### src/rtl/seq_calculator_pkg.sv
// Shared types for the sequential calculator: opcodes and controller states.
package seq_calculator_pkg;

  typedef enum logic [1:0] {
    OP_ADD = 2'b00,
    OP_SUB = 2'b01,
    OP_MUL = 2'b10,
    OP_DIV = 2'b11
  } op_e;

  typedef enum logic [1:0] {
    IDLE,
    CALC,
    DONE
  } state_e;

endpackage

### src/rtl/seq_calculator_muldiv.sv
// Iterative W-cycle shift-add multiplier / restoring divider sharing one
// accumulator and shift register. Exposes next-state values so the final
// iteration can be captured on the same edge it completes.
module seq_calculator_muldiv #(
  parameter int W = 8
) (
  input  logic         clk,
  input  logic         rst_n,
  input  logic         start,
  input  logic         is_div,
  input  logic [W-1:0] a,
  input  logic [W-1:0] b,
  output logic         last,
  output logic [W-1:0] hi_nxt,
  output logic [W-1:0] lo_nxt
);

  localparam int CW = $clog2(W + 1);

  logic [W-1:0]  acc_q, acc_d;
  logic [W-1:0]  sh_q, sh_d;
  logic [W-1:0]  m_q, m_d;
  logic          div_q, div_d;
  logic          act_q, act_d;
  logic [CW-1:0] cnt_q, cnt_d;

  logic [W:0]    sum;
  logic [W:0]    shifted;
  logic [W-1:0]  diff;

  always_comb begin
    sum     = {1'b0, acc_q} + {1'b0, (sh_q[0] ? m_q : {W{1'b0}})};
    shifted = {acc_q, sh_q[W-1]};
    // remainder after a successful subtract is < divisor, so W bits suffice
    diff    = shifted[W-1:0] - m_q;

    if (div_q) begin
      if (shifted >= {1'b0, m_q}) begin
        hi_nxt = diff;
        lo_nxt = {sh_q[W-2:0], 1'b1};
      end else begin
        hi_nxt = shifted[W-1:0];
        lo_nxt = {sh_q[W-2:0], 1'b0};
      end
    end else begin
      hi_nxt = sum[W:1];
      lo_nxt = {sum[0], sh_q[W-1:1]};
    end

    last = act_q && (cnt_q == CW'(W - 1));

    acc_d = acc_q;
    sh_d  = sh_q;
    m_d   = m_q;
    div_d = div_q;
    act_d = act_q;
    cnt_d = cnt_q;

    if (start) begin
      acc_d = '0;
      sh_d  = a;
      m_d   = b;
      div_d = is_div;
      act_d = 1'b1;
      cnt_d = '0;
    end else if (act_q) begin
      acc_d = hi_nxt;
      sh_d  = lo_nxt;
      cnt_d = cnt_q + CW'(1);
      if (last) act_d = 1'b0;
    end
  end

  always_ff @(posedge clk or negedge rst_n) begin
    if (!rst_n) begin
      acc_q <= '0;
      sh_q  <= '0;
      m_q   <= '0;
      div_q <= 1'b0;
      act_q <= 1'b0;
      cnt_q <= '0;
    end else begin
      acc_q <= acc_d;
      sh_q  <= sh_d;
      m_q   <= m_d;
      div_q <= div_d;
      act_q <= act_d;
      cnt_q <= cnt_d;
    end
  end

endmodule

### src/rtl/seq_calculator.sv
// Sequential calculator: single-cycle add/sub, W-cycle iterative mul/div,
// with a one-cycle done pulse and results held until the next completion.
module seq_calculator
  import seq_calculator_pkg::*;
#(
  parameter int W = 8
) (
  input  logic         clk,
  input  logic         rst,
  input  logic         st,
  input  logic [1:0]   op,
  input  logic [W-1:0] a,
  input  logic [W-1:0] b,
  output logic         busy,
  output logic         done,
  output logic [W-1:0] result,
  output logic [W-1:0] ext,
  output logic         carry,
  output logic         err
);

  state_e       state_q, state_d;
  op_e          op_q, op_d;
  logic         busy_q, busy_d;
  logic         done_q, done_d;
  logic [W-1:0] result_q, result_d;
  logic [W-1:0] ext_q, ext_d;
  logic         carry_q, carry_d;
  logic         err_q, err_d;

  op_e          op_in;
  logic [W:0]   add_w;
  logic [W:0]   sub_w;
  logic         md_start;
  logic         md_last;
  logic [W-1:0] md_hi;
  logic [W-1:0] md_lo;

  always_comb begin
    op_in = op_e'(op);
    add_w = {1'b0, a} + {1'b0, b};
    sub_w = {1'b0, a} - {1'b0, b};

    state_d  = state_q;
    op_d     = op_q;
    busy_d   = busy_q;
    done_d   = 1'b0;
    result_d = result_q;
    ext_d    = ext_q;
    carry_d  = carry_q;
    err_d    = err_q;
    md_start = 1'b0;

    case (state_q)
      IDLE, DONE: begin
        state_d = IDLE;
        if (st) begin
          op_d = op_in;
          case (op_in)
            OP_ADD, OP_SUB: begin
              {carry_d, result_d} = (op_in == OP_ADD) ? add_w : sub_w;
              ext_d   = '0;
              err_d   = 1'b0;
              done_d  = 1'b1;
              state_d = DONE;
            end
            OP_DIV: begin
              if (b == '0) begin
                result_d = '1;
                ext_d    = a;
                carry_d  = 1'b0;
                err_d    = 1'b1;
                done_d   = 1'b1;
                state_d  = DONE;
              end else begin
                md_start = 1'b1;
                busy_d   = 1'b1;
                state_d  = CALC;
              end
            end
            default: begin
              md_start = 1'b1;
              busy_d   = 1'b1;
              state_d  = CALC;
            end
          endcase
        end
      end
      CALC: begin
        if (md_last) begin
          result_d = md_lo;
          ext_d    = md_hi;
          carry_d  = (op_q == OP_MUL) ? (|md_hi) : 1'b0;
          err_d    = 1'b0;
          done_d   = 1'b1;
          busy_d   = 1'b0;
          state_d  = DONE;
        end
      end
      default: begin
        state_d = IDLE;
        busy_d  = 1'b0;
      end
    endcase
  end

  always_ff @(posedge clk or negedge rst) begin
    if (!rst) begin
      state_q  <= IDLE;
      op_q     <= OP_ADD;
      busy_q   <= 1'b0;
      done_q   <= 1'b0;
      result_q <= '0;
      ext_q    <= '0;
      carry_q  <= 1'b0;
      err_q    <= 1'b0;
    end else begin
      state_q  <= state_d;
      op_q     <= op_d;
      busy_q   <= busy_d;
      done_q   <= done_d;
      result_q <= result_d;
      ext_q    <= ext_d;
      carry_q  <= carry_d;
      err_q    <= err_d;
    end
  end

  seq_calculator_muldiv #(
    .W(W)
  ) u_muldiv (
    .clk    (clk),
    .rst_n  (rst),
    .start  (md_start),
    .is_div (op_in == OP_DIV),
    .a      (a),
    .b      (b),
    .last   (md_last),
    .hi_nxt (md_hi),
    .lo_nxt (md_lo)
  );

  assign busy   = busy_q;
  assign done   = done_q;
  assign result = result_q;
  assign ext    = ext_q;
  assign carry  = carry_q;
  assign err    = err_q;

endmodule

### config.mk
export PLATFORM = sky130hd
export DESIGN_NAME = seq_calculator
export DESIGN_NICKNAME = d
export VERILOG_FILES = /design/src/rtl/seq_calculator_pkg.sv /design/src/rtl/seq_calculator_muldiv.sv /design/src/rtl/seq_calculator.sv
export SDC_FILE = /design/constraint.sdc
export NUM_CORES = 1
export LEC_CHECK = 0
export CAP_MARGIN = 20
export CORE_ASPECT_RATIO = 0.9
export CORE_MARGIN = 1.5
export CORE_UTILIZATION = 35
export CTS_CLUSTER_DIAMETER = 30
export CTS_CLUSTER_SIZE = 40
export DETAILED_ROUTE_END_ITERATION = 10
export PLACE_DENSITY = 0.59
export SLEW_MARGIN = 10
export SYNTH_ARGS = -nofsm -noshare
export SYNTH_HDL_FRONTEND = slang
export SYNTH_SLANG_ARGS = --single-unit
export TNS_END_PERCENT = 1
### constraint.sdc
create_clock -name clk -period 5.1 [get_ports clk]
set_input_delay 0.51 -clock clk [delete_from_list [all_inputs] [get_ports clk]]
set_output_delay 0.51 -clock clk [all_outputs]
set_load 0.005 [all_outputs]
; ---- Yosys cells after proc, flatten, opt, wreduce, memory -nomap -nowiden
; Index checks and enable logic that the tools add are counted.
[totals]
latchBits = 0
romBits = 0
output_inout_bits = 20
in_bits = 21
mem_count = 0
ff_bits = 54
ram_bits = 0
word_cells = 98
[classes]
shift = 0
mux = 54
eq_ne = 12
n_addsub = 5
reduce_logical = 12
div_mod_pow = 0
bitwise_logic = 0
order_cmp = 1
multipliers = 0
[op_table]
columns = op, n
row1 = $mux W8, 14
row2 = $pmux W8 S2, 4
row3 = $mux W1, 19
row4 = $add A8 B8 Y9, 2
row5 = $pmux W1 S2, 9
row6 = $ge A9 B8 Y1, 1
row7 = $mux W9, 1
row8 = $sub A8 B8 Y9, 1
row9 = $logic_not A8 Y1, 1
row10 = $mux W4, 2
row11 = $pmux W2 S2, 2
row12 = $reduce_or A8 Y1, 1
row13 = $sub A8 B8 Y8, 1
row14 = $eq A2 B2 Y1 const B, 3
row15 = $mux W2, 3
row16 = $ne A2 B2 Y1 const B, 3
row17 = $ne A3 B3 Y1 const B, 2
row18 = $reduce_and A5 Y1, 1
row19 = $add A4 B1 Y4 const B, 1
row20 = $eq A2 B1 Y1 const B, 2
row21 = $eq A4 B3 Y1 const B, 1
row22 = $logic_not A2 Y1, 2
row23 = $reduce_and A4 Y1, 1
row24 = $reduce_bool A2 Y1, 2
row25 = other kinds (4), 5

; ---- Longest topological paths before layout
; Gate-level depths: netlist of the first run.
[logic_depth]
depth_word = 7
mapped_depth = 12
ltp_nobuf = 12

; ---- By module
; Synthesis of the first run repeated with hierarchy kept, for this count alone.
[unflattened]
cells_unflattened = 433
area_unflattened_um2 = 3841.2
[modules_own_cells]
columns = mod, area_per_inst_um2, n_inst, seq_area_each_um2, cells_per_inst
row1 = seq_calculator_muldiv, 2319.7, 1, 750.7, 265
row2 = seq_calculator, 1521.5, 1, 600.6, 168

; ---- Least setup slack after synthesis of the first run
; No wires, ideal clock.
[synth_timing]
kind = in2reg
start = input port op[0]
end = register carry_q, in the netlist carry
stages = 10
arrival_time_ns = 2.819
required_ns = 5.018
slack_ns = 2.199
setup_time_ns = 0.082
path_buffers = 0
cell_sequence = nor2_1 mux2_2 fa_1 a21o_1 nand4_1 nand3_1 o41ai_1 xor2_1 o311a_1 a31oi_1
[synth_via]
elab_chain_cells = 5
word_cells_on_any_way = 11
classes_between = 4 x eq/ne / 4 x mux / 3 x reduce/logical
[synth_rtl]
columns = element, line
row1 = "start, declared", seq_calculator.sv:11  ; input logic [1:0] op,
row2 = $eq A2 B1 Y1 / $logic_not A2 Y1 (equally long branches), "seq_calculator.sv:59, seq_calculator.sv:61"
row3 = $reduce_or A2 Y1 / $mux W9 (equally long branches), "seq_calculator.sv:59, seq_calculator.sv:61"
row4 = $pmux W1 S2, seq_calculator.sv:59  ; case (op_in)
row5 = $mux W1, seq_calculator.sv:57  ; if (st) begin
row6 = $pmux W1 S2, seq_calculator.sv:54  ; case (state_q)
row7 = "end signal, assigned", seq_calculator.sv:124  ; carry_q <= carry_d;
row8 = "end, declared", seq_calculator.sv:28  ; logic carry_q, carry_d;
; Several ways; a longest one is shown, not always the timed one. The select of a mux whose other input is x is not followed.
; A chain may end at the register's enable or synchronous reset.

; ---- Final worst setup path of the first run
; Ends and elaborated chain as after synthesis.

==> impl_metrics.yaml, run 1 <==
finish:
  diodes: 0
  layout_commonest_cell: "nand2_1"
  multi_input_area_um2: 2420
  final_util_pct: 42.8
  final_cell_mix: "nand2_1 (62), dfrtp_1 (54), o21ai_0 (46)"
  drive_above_1_share_pct: 6.60
  seq_area_um2: 1350
  area_delta_synth_final_pct: 18.5
  filler_cell_count: 1115
  layout.nets: 549
job:
  maxCapViolations: 0
sta:
  setup_viol: 0
  rsz0062_at_grt: "false"
  fmax_mhz: 271
  period_share_pct: 72.4
  tns_ns: 0
  worst_pin_slew_ns: 0.739
  max_slew_margin_pct: 50.5
  slew_viol_final: 0
  hold_viol_final: 0
  setup_ws_ns: 1.41
  min_period_ns: 3.69
  fin_skew_ns: 0.00900
setup_path:
  worstPathCellList: "clkdlybuf4s50_1 -> nor2_1 -> mux2_2 -> fa_1 -> a21o_1 -> nand4_1 -> nand3_1 -> o41ai_1 -> xor2_1 -> o311a_1 -> a31oi_1"
  worst_ep_arrival_time_ns: 3.92
  critPathTopFamily: "compound AO/OA/AOI/OAI gates"
  critPathCaptureType: "flip-flop"
  reg2reg_depth: 11
  r2r_slack_ns: 2.10
  slowest_delay_ns: 0.53
  critPathRequiredTime_ns: 5.33
  cpMaxStageDelayCell: "clkdlybuf4s50_1"
  worst-setup-path-type: "in -> reg"
  cp_max_fo: 8
  critPathBufInv: 1
  path_depth: 11
  crit_path_start_kind: "input port"
synthesis:
  synth_top_area_cell: "dfrtp_1"
  ys_top_cells_by_area: "dfrtp_1 (34%), ha_1 (8.3%), nand2_1 (5.9%)"
  synth_edf_count: 0
  synth-main-ff-cell: "dfrtp_1"
  synth_fp_nets: 512
  async_flop_share_pct: 100
  ys.warnings.count: 0
  syn-instance-count: 462
  syn_area_um2: 3940
  avgSynthCellArea_um2: 8.53
  synth_top_area_share_pct: 34.3
  yosysSeqAreaShare_pct: 34.3
  synth_seq_cells: 54
  yosysUniqueCellTypes: 63
clock_network:
  clockRootBuffer: "clkbuf_16"
  clk_latency_ns: 0.30
  cts_buffer_depth: 2
  htree_levels: 2
  postCtsSetupBuffers: 0
  cts_resized: 0
  clkTransAtPathRegs_ns: 0.08
  hold_buffers: 0
  numCtsBuffers: 5
  clock_sinks: 54
  cts_tree: "yes"
global_routing:
  grt_use_met1_pct: 31.0
  antenna_found_initial: 0
  grt_pass1_wl_um: 18000
  grt_busiest_layer: "met1"
  grt_use_met3_pct: 3.57
  grt_usage_pct: 19.5
  grt_overflow: 0
  grtUsageMet2_pct: 27.2
  grt_max_degree: 55
  grt_pass1_vias: 3255
routing:
  wl_per_cell_um: 17.2
  drt-initial-drc-count: 246
  drc: 0
  via_count: 3463
  wl_um: 11200
  firstDrtPassIters: 4
  vias_per_cell: 5.31
  ant_nets: 0
pwr:
  leakage_uw: 0.00205
  p_total_uw: 3400
  vdd_ir_drop_max_uv: 343
  p_per_area_nw_per_um2: 729
place:
  place.gp.congestion: 0.884
  place_hpwl_um: 8400
  dp_slack_ns: 1.20
  io_buffers: 40
die:
  die_x_um: 115
  io_pins: 41
  rows: 36
  start_util_pct: 36.1
  die_h_um: 104
  design.die.area_um2: 11900
  core_area_um2: 10900
status:
  status: "finished, final reports clean"
hold_path:
  worstHoldPathType: "in -> async"
## layer usage
metal	wire [µm]	vias to the layer above
li1	-	1718
met1	5690	1628
met2	4670	107
met3	744	10
met4	99	0
met5	0	-
## synth_stat cells (all sizes together) (6+ instances only)
| cell | number |
|---|---|
| o21a | 7 |
| xnor2 | 10 |
| nor2 | 45 |
| inv | 25 |
| nand2 | 62 |
| and2 | 9 |
| nor2b | 8 |
| a21oi | 24 |
| clkbuf | 10 |
| dfrtp | 54 |
| o22ai | 6 |
| ha | 26 |
| xor2 | 11 |
| a31oi | 8 |
| buf | 6 |
| nor3 | 6 |
| o21ai | 47 |
| nand3 | 15 |
| mux2i | 15 |
## where the power goes
group          internal (µW)  switching, µW
Clock                    233            172
Sequential               641            179
Combinational            938           1240
Total                   1810           1590
## worst reg2reg max path: cells and delay by family, from the launching register on
family	cells	cell delay (ns)
flops	1	0.56
fa+ha+maj	2	0.58
mux	1	0.39
simple gates	3	0.66
compound gates	4	0.61
buf+inv	1	0.06
## worst paths after layout
check	startpoint	to
min reg2reg	op_q[0]	op_q[0]
max	op[0]	carry
min	rst	result[0]
min in group clk	op_q[0]	op_q[0]
max in group asynchronous	rst	result[2]
max reg2reg	u_muldiv.sh_q[0]	carry
## flip-flops by register name, indices dropped and copies added, names as in the netlist, 2 cells and up
signal / flops
ext: 8
result: 8
u_muldiv.acc_q: 8
u_muldiv.m_q: 8
u_muldiv.sh_q: 8
u_muldiv.cnt_q: 4
op_q: 2
state_q: 2
## stage by stage
step           hold WS, ns  instance area (µm²)  cells
2_1_floorplan        0.214                 3940    462
3_3_place_gp         0.451                 4490    643
3_5_place_dp         0.463                 4490    643
4_1_cts              0.367                 4660    651
5_1_grt              0.406                 4670    652
6_report             0.327                 4670    652
## final cells by class
type                       instances  area share, %
sequential                        54           29.0
tap                              152           4.08
inverter                          25           2.01
timing repair buffer              46           9.44
multi-input combinational        367           51.9
clock inverter                     2          0.805
clock buffer                       6           2.76
## cells by family (layout without fill, tap and decap cells)
logic type / Yosys count / in the layout / share of synthesized area (%)
AO/OA/AOI/OAI: 129 / 129 / 21.0
XOR/XNOR: 21 / 21 / 4.67
adder cells (fa/ha/maj): 29 / 29 / 9.78
buffers and inverters: 41 / 79 / 4.42
flip-flops: 54 / 54 / 34.3
multiplexers: 19 / 19 / 4.96
AND/OR/NAND/NOR: 169 / 169 / 20.9
(Power assumes the default switching activity.)
==> run 2: changes to the inputs <==
==> constraint.sdc (replaced) <==
create_clock -name clk -period 3.9 [get_ports clk]
set_input_delay 0.39 -clock clk [delete_from_list [all_inputs] [get_ports clk]]
set_output_delay 0.39 -clock clk [all_outputs]
set_load 0.005 [all_outputs]
==> impl_metrics.yaml, run 2 (same netlist as run 1, synthesis figures left out) <==
status:
  status: "finished, final reports clean"
clock_network:
  cts_tree: "yes"
  hold_buffers: 0
  cts_resized: 0
  clock_sinks: 54
  clkTransAtPathRegs_ns: 0.07
  numCtsBuffers: 5
  postCtsSetupBuffers: 0
  clockRootBuffer: "clkbuf_16"
  htree_levels: 2
  cts_buffer_depth: 2
  clk_latency_ns: 0.30
sta:
  hold_viol_final: 0
  rsz0062_at_grt: "false"
  tns_ns: 0
  worst_pin_slew_ns: 0.950
  fin_skew_ns: 0.0110
  fmax_mhz: 305
  min_period_ns: 3.27
  slew_viol_final: 0
  period_share_pct: 84.0
  setup_viol: 0
  max_slew_margin_pct: 36.7
routing:
  wl_um: 11300
  drc: 0
  via_count: 3526
  vias_per_cell: 5.41
  wl_per_cell_um: 17.4
  drt-initial-drc-count: 193
  firstDrtPassIters: 4
  ant_nets: 0
die:
  die_x_um: 115
  design.die.area_um2: 11900
  die_h_um: 104
  rows: 36
  start_util_pct: 36.1
  core_area_um2: 10900
  io_pins: 41
global_routing:
  grt_max_degree: 47
  grt_pass1_wl_um: 18700
  antenna_found_initial: 0
  grt_usage_pct: 20.1
  grt_overflow: 0
  grt_pass1_vias: 3424
finish:
  area_delta_synth_final_pct: 17.9
  diodes: 0
  final_cell_mix: "nand2_1 (62), dfrtp_1 (54), o21ai_0 (46)"
  drive_above_1_share_pct: 6.60
  multi_input_area_um2: 2420
  layout_commonest_cell: "nand2_1"
  seq_area_um2: 1350
  filler_cell_count: 1146
  layout.nets: 550
place:
  place_hpwl_um: 8700
  place.gp.congestion: 0.910
  io_buffers: 40
setup_path:
  crit_path_start_kind: "input port"
  worst-setup-path-type: "in -> reg"
  cp_max_fo: 5
  critPathCaptureType: "flip-flop"
  r2r_slack_ns: 0.89
  worst_ep_arrival_time_ns: 3.49
  critPathRequiredTime_ns: 4.11
hold_path:
  worstHoldPathType: "in -> async"
pwr:
  p_total_uw: 4360
  p_per_area_nw_per_um2: 940
  vdd_ir_drop_max_uv: 256
  leakage_uw: 0.00204
job:
  maxCapViolations: 0
## run 2: cell count changes in the layout (fill, tap and decap cells not counted)
cell       before  now
bufinv_16       1    0
buf_4           6    7
## run 2: where the power goes
group / total, µW / switching [µW] / internal (µW) / leakage, µW
Combinational: 2820 / 1590 / 1230 / 0.00133
Clock: 449 / 214 / 236 / 0.0000629
Sequential: 1090 / 255 / 839 / 0.000647
Total: 4360 / 2060 / 2300 / 0.00204
## run 2: final cells by class
cell class | instances | share of cell area (%)
clock inverter | 1 | 0.162
clock buffer | 6 | 2.78
tap | 152 | 4.10
timing repair buffer | 47 | 9.65
inverter | 25 | 2.02
sequential | 54 | 29.1
multi-input combinational | 367 | 52.2
## run 2: through the flow
stage,hold WS [ns],setup slack [ns],area [µm²],util [%],std cells
finish,0.238,0.625,4640,42.6,652
global route,0.313,0.461,4640,42.6,652
CTS,0.277,0.642,4640,42.6,652
detailed placement,0.465,0.354,4510,41.3,645
global placement,0.451,0.425,4510,41.3,645
floorplan,0.0944,1.12,3940,-,462
## run 2: final timing paths
check	end	from	depth (start not counted)
setup / recovery	carry	b[0]	12
hold / removal	result[1]	rst	1
setup reg to reg	carry	u_muldiv.sh_q[0]	11
hold reg to reg	err	err	2
max in group asynchronous	u_muldiv.sh_q[1]	rst	2
min in group clk	err	err	2
## run 2: metal layers
| layer | routed length (µm) | part of all wire, % | vias to the layer above | track usage (%) |
|---|---|---|---|---|
| li1 | - | - | 1714 | - |
| met1 | 5730 | 51 | 1703 | 31.4 |
| met2 | 4980 | 44 | 101 | 29.6 |
| met3 | 551 | 4.9 | 8 | 2.87 |
| met4 | 74 | 0.65 | 0 | 3.44 |
| met5 | 0 | 0 | - | 0 |
## run 2: worst max-delay path, cell delays in order
cell and delay [ns]:
clkdlybuf4s50_1 0.56, inv_1 0.07, ha_1 0.28, mux2_2 0.29, fa_1 0.44, a21o_1 0.19
nand4_1 0.09, nand3_1 0.09, o41ai_1 0.45, xor2_1 0.17, o311a_1 0.31, a31oi_1 0.17
==> run 3: changes to the inputs <==
==> constraint.sdc (replaced) <==
create_clock -name clk -period 3.2 [get_ports clk]
set_input_delay 0.32 -clock clk [delete_from_list [all_inputs] [get_ports clk]]
set_output_delay 0.32 -clock clk [all_outputs]
set_load 0.005 [all_outputs]
==> impl_metrics.yaml, run 3 (same netlist as run 1, synthesis figures left out) <==
status:
  status: "finished, final reports clean"
pwr:
  switchingPower_uw: 2560
  intPower_uw: 2990
  leakage_uw: 0.00211
  seqPwrFrac_pct: 23.4
  vdd_ir_drop_max_uv: 364
  comb_power_share_pct: 65.2
  clkPwrFrac_pct: 11.3
  p_sw_share_pct: 46.1
  p_per_area_nw_per_um2: 1170
clock_network:
  postCtsSetupBuffers: 0
  clockRootBuffer: "clkbuf_16"
  clk_latency_ns: 0.29
  hold_buffers: 0
  cts_resized: 0
  clock_sinks: 54
  cts_buffer_depth: 2
  cts_tree: "yes"
  clkTransAtPathRegs_ns: 0.07
  htree_levels: 2
  numCtsBuffers: 5
routing:
  ant_nets: 0
  firstDrtPassIters: 5
  drc: 0
  via_count: 3560
  wl_um: 11500
  wl_per_cell_um: 17.3
  drt-initial-drc-count: 222
  vias_per_cell: 5.38
setup_path:
  critPathRequiredTime_ns: 3.42
  crit_path_start_kind: "input port"
  critPathBufInv: 3
  slowest_delay_ns: 0.48
  worst_ep_arrival_time_ns: 3.17
  worst-setup-path-type: "in -> reg"
  cpMaxStageDelayCell: "clkdlybuf4s50_1"
  worstPathCellList: "clkdlybuf4s50_1 -> inv_1 -> ha_1 -> mux2_2 -> fa_1 -> a21o_1 -> nand4_1 -> nand3_1 -> o41ai_1 -> buf_4 -> xor2_1 -> o311a_1 -> a31oi_1"
  critPathTopFamily: "compound AO/OA/AOI/OAI gates"
  critPathCaptureType: "flip-flop"
  cp_max_fo: 2
sta:
  hold_viol_final: 0
  fmax_mhz: 339
  fin_skew_ns: 0.00436
  max_slew_margin_pct: 54.1
  setup_viol: 0
  min_period_ns: 2.95
  rsz0062_at_grt: "false"
  slew_viol_final: 0
  setup_ws_ns: 0.251
  worst_pin_slew_ns: 0.686
  period_share_pct: 92.1
hold_path:
  worstHoldPathType: "in -> async"
job:
  maxCapViolations: 0
global_routing:
  grt_max_degree: 47
  antenna_found_initial: 0
  grt_pass1_vias: 3342
  grt_overflow: 0
  grt_usage_pct: 20.3
  grt_pass1_wl_um: 18600
finish:
  diodes: 0
  area_delta_synth_final_pct: 20.6
  final_util_pct: 43.6
  layout_commonest_cell: "nand2_1"
  filler_cell_count: 1093
  final_cell_mix: "nand2_1 (62), dfrtp_1 (54), o21ai_0 (46)"
  layout.nets: 560
  drive_above_1_share_pct: 8.63
die:
  design.die.area_um2: 11900
  die_x_um: 115
  rows: 36
  die_h_um: 104
  core_area_um2: 10900
  io_pins: 41
  start_util_pct: 36.1
place:
  place.gp.congestion: 0.909
  io_buffers: 40
  place_hpwl_um: 8910
  dp_slack_ns: -0.0289
## run 3: power groups by stage
stage	clock (µW)	sequential, µW	combinational (µW)
global placement	0	1290	3520
finish	628	1300	3620
floorplan	0	1230	2480
CTS	650	1300	3590
detailed placement	0	1310	3560
global route	683	1340	3990
## run 3: layer usage
metal	vias up	track usage (%)	wire [µm]
met3	15	4.92	822
met4	0	5.20	168
met2	106	27.7	4850
li1	1741	-	-
met1	1698	31.6	5650
met5	-	0	0
## run 3: layout make-up
type | count | area (µm²) | share of cell area (%)
multi-input cells | 367 | 2420 | 51.0
flip-flops and latches | 54 | 1350 | 28.4
repair buffers | 57 | 523 | 11.0
well taps | 152 | 190 | 4.00
clock buffers | 6 | 139 | 2.92
inverters | 25 | 93.8 | 1.98
clock inverters | 1 | 30.0 | 0.632
## run 3: per-stage QoR
| stage | total power, µW | std cells | instance area [µm²] | hold slack, ns | TNS [ns] |
|---|---|---|---|---|---|
| 2_1_floorplan | 3710 | 462 | 3940 | 0.0244 | 0 |
| 6_report | 5540 | 662 | 4750 | 0.0414 | 0 |
| 4_1_cts | 5540 | 662 | 4750 | 0.0672 | 0 |
| 5_1_grt | 6020 | 662 | 4750 | 0.0800 | 0 |
| 3_3_place_gp | 4810 | 655 | 4580 | 0.374 | 0 |
| 3_5_place_dp | 4870 | 655 | 4580 | 0.389 | -0.0289 |
## run 3: final timing paths
kind | startpoint | to | slack, ns | cells after the start
max in group asynchronous | rst | u_muldiv.div_q | 2.33 | 2
min in group clk | op_q[1] | op_q[1] | 0.49 | 2
hold reg to reg | op_q[1] | op_q[1] | 0.49 | 2
hold / removal | rst | u_muldiv.acc_q[3] | 0.04 | 1
setup reg to reg | u_muldiv.sh_q[0] | carry | 0.28 | 11
setup / recovery | b[0] | carry | 0.25 | 13
## run 3: worst register-to-register path: cells and delay by family (launching register included)
family	cells	cell delay (ns)
multiplexers	1	0.39
flip-flops	1	0.51
AO/OA/AOI/OAI	4	0.58
AND/OR/NAND/NOR	3	0.64
adder cells (fa/ha/maj)	2	0.60
buffers and inverters	1	0.07
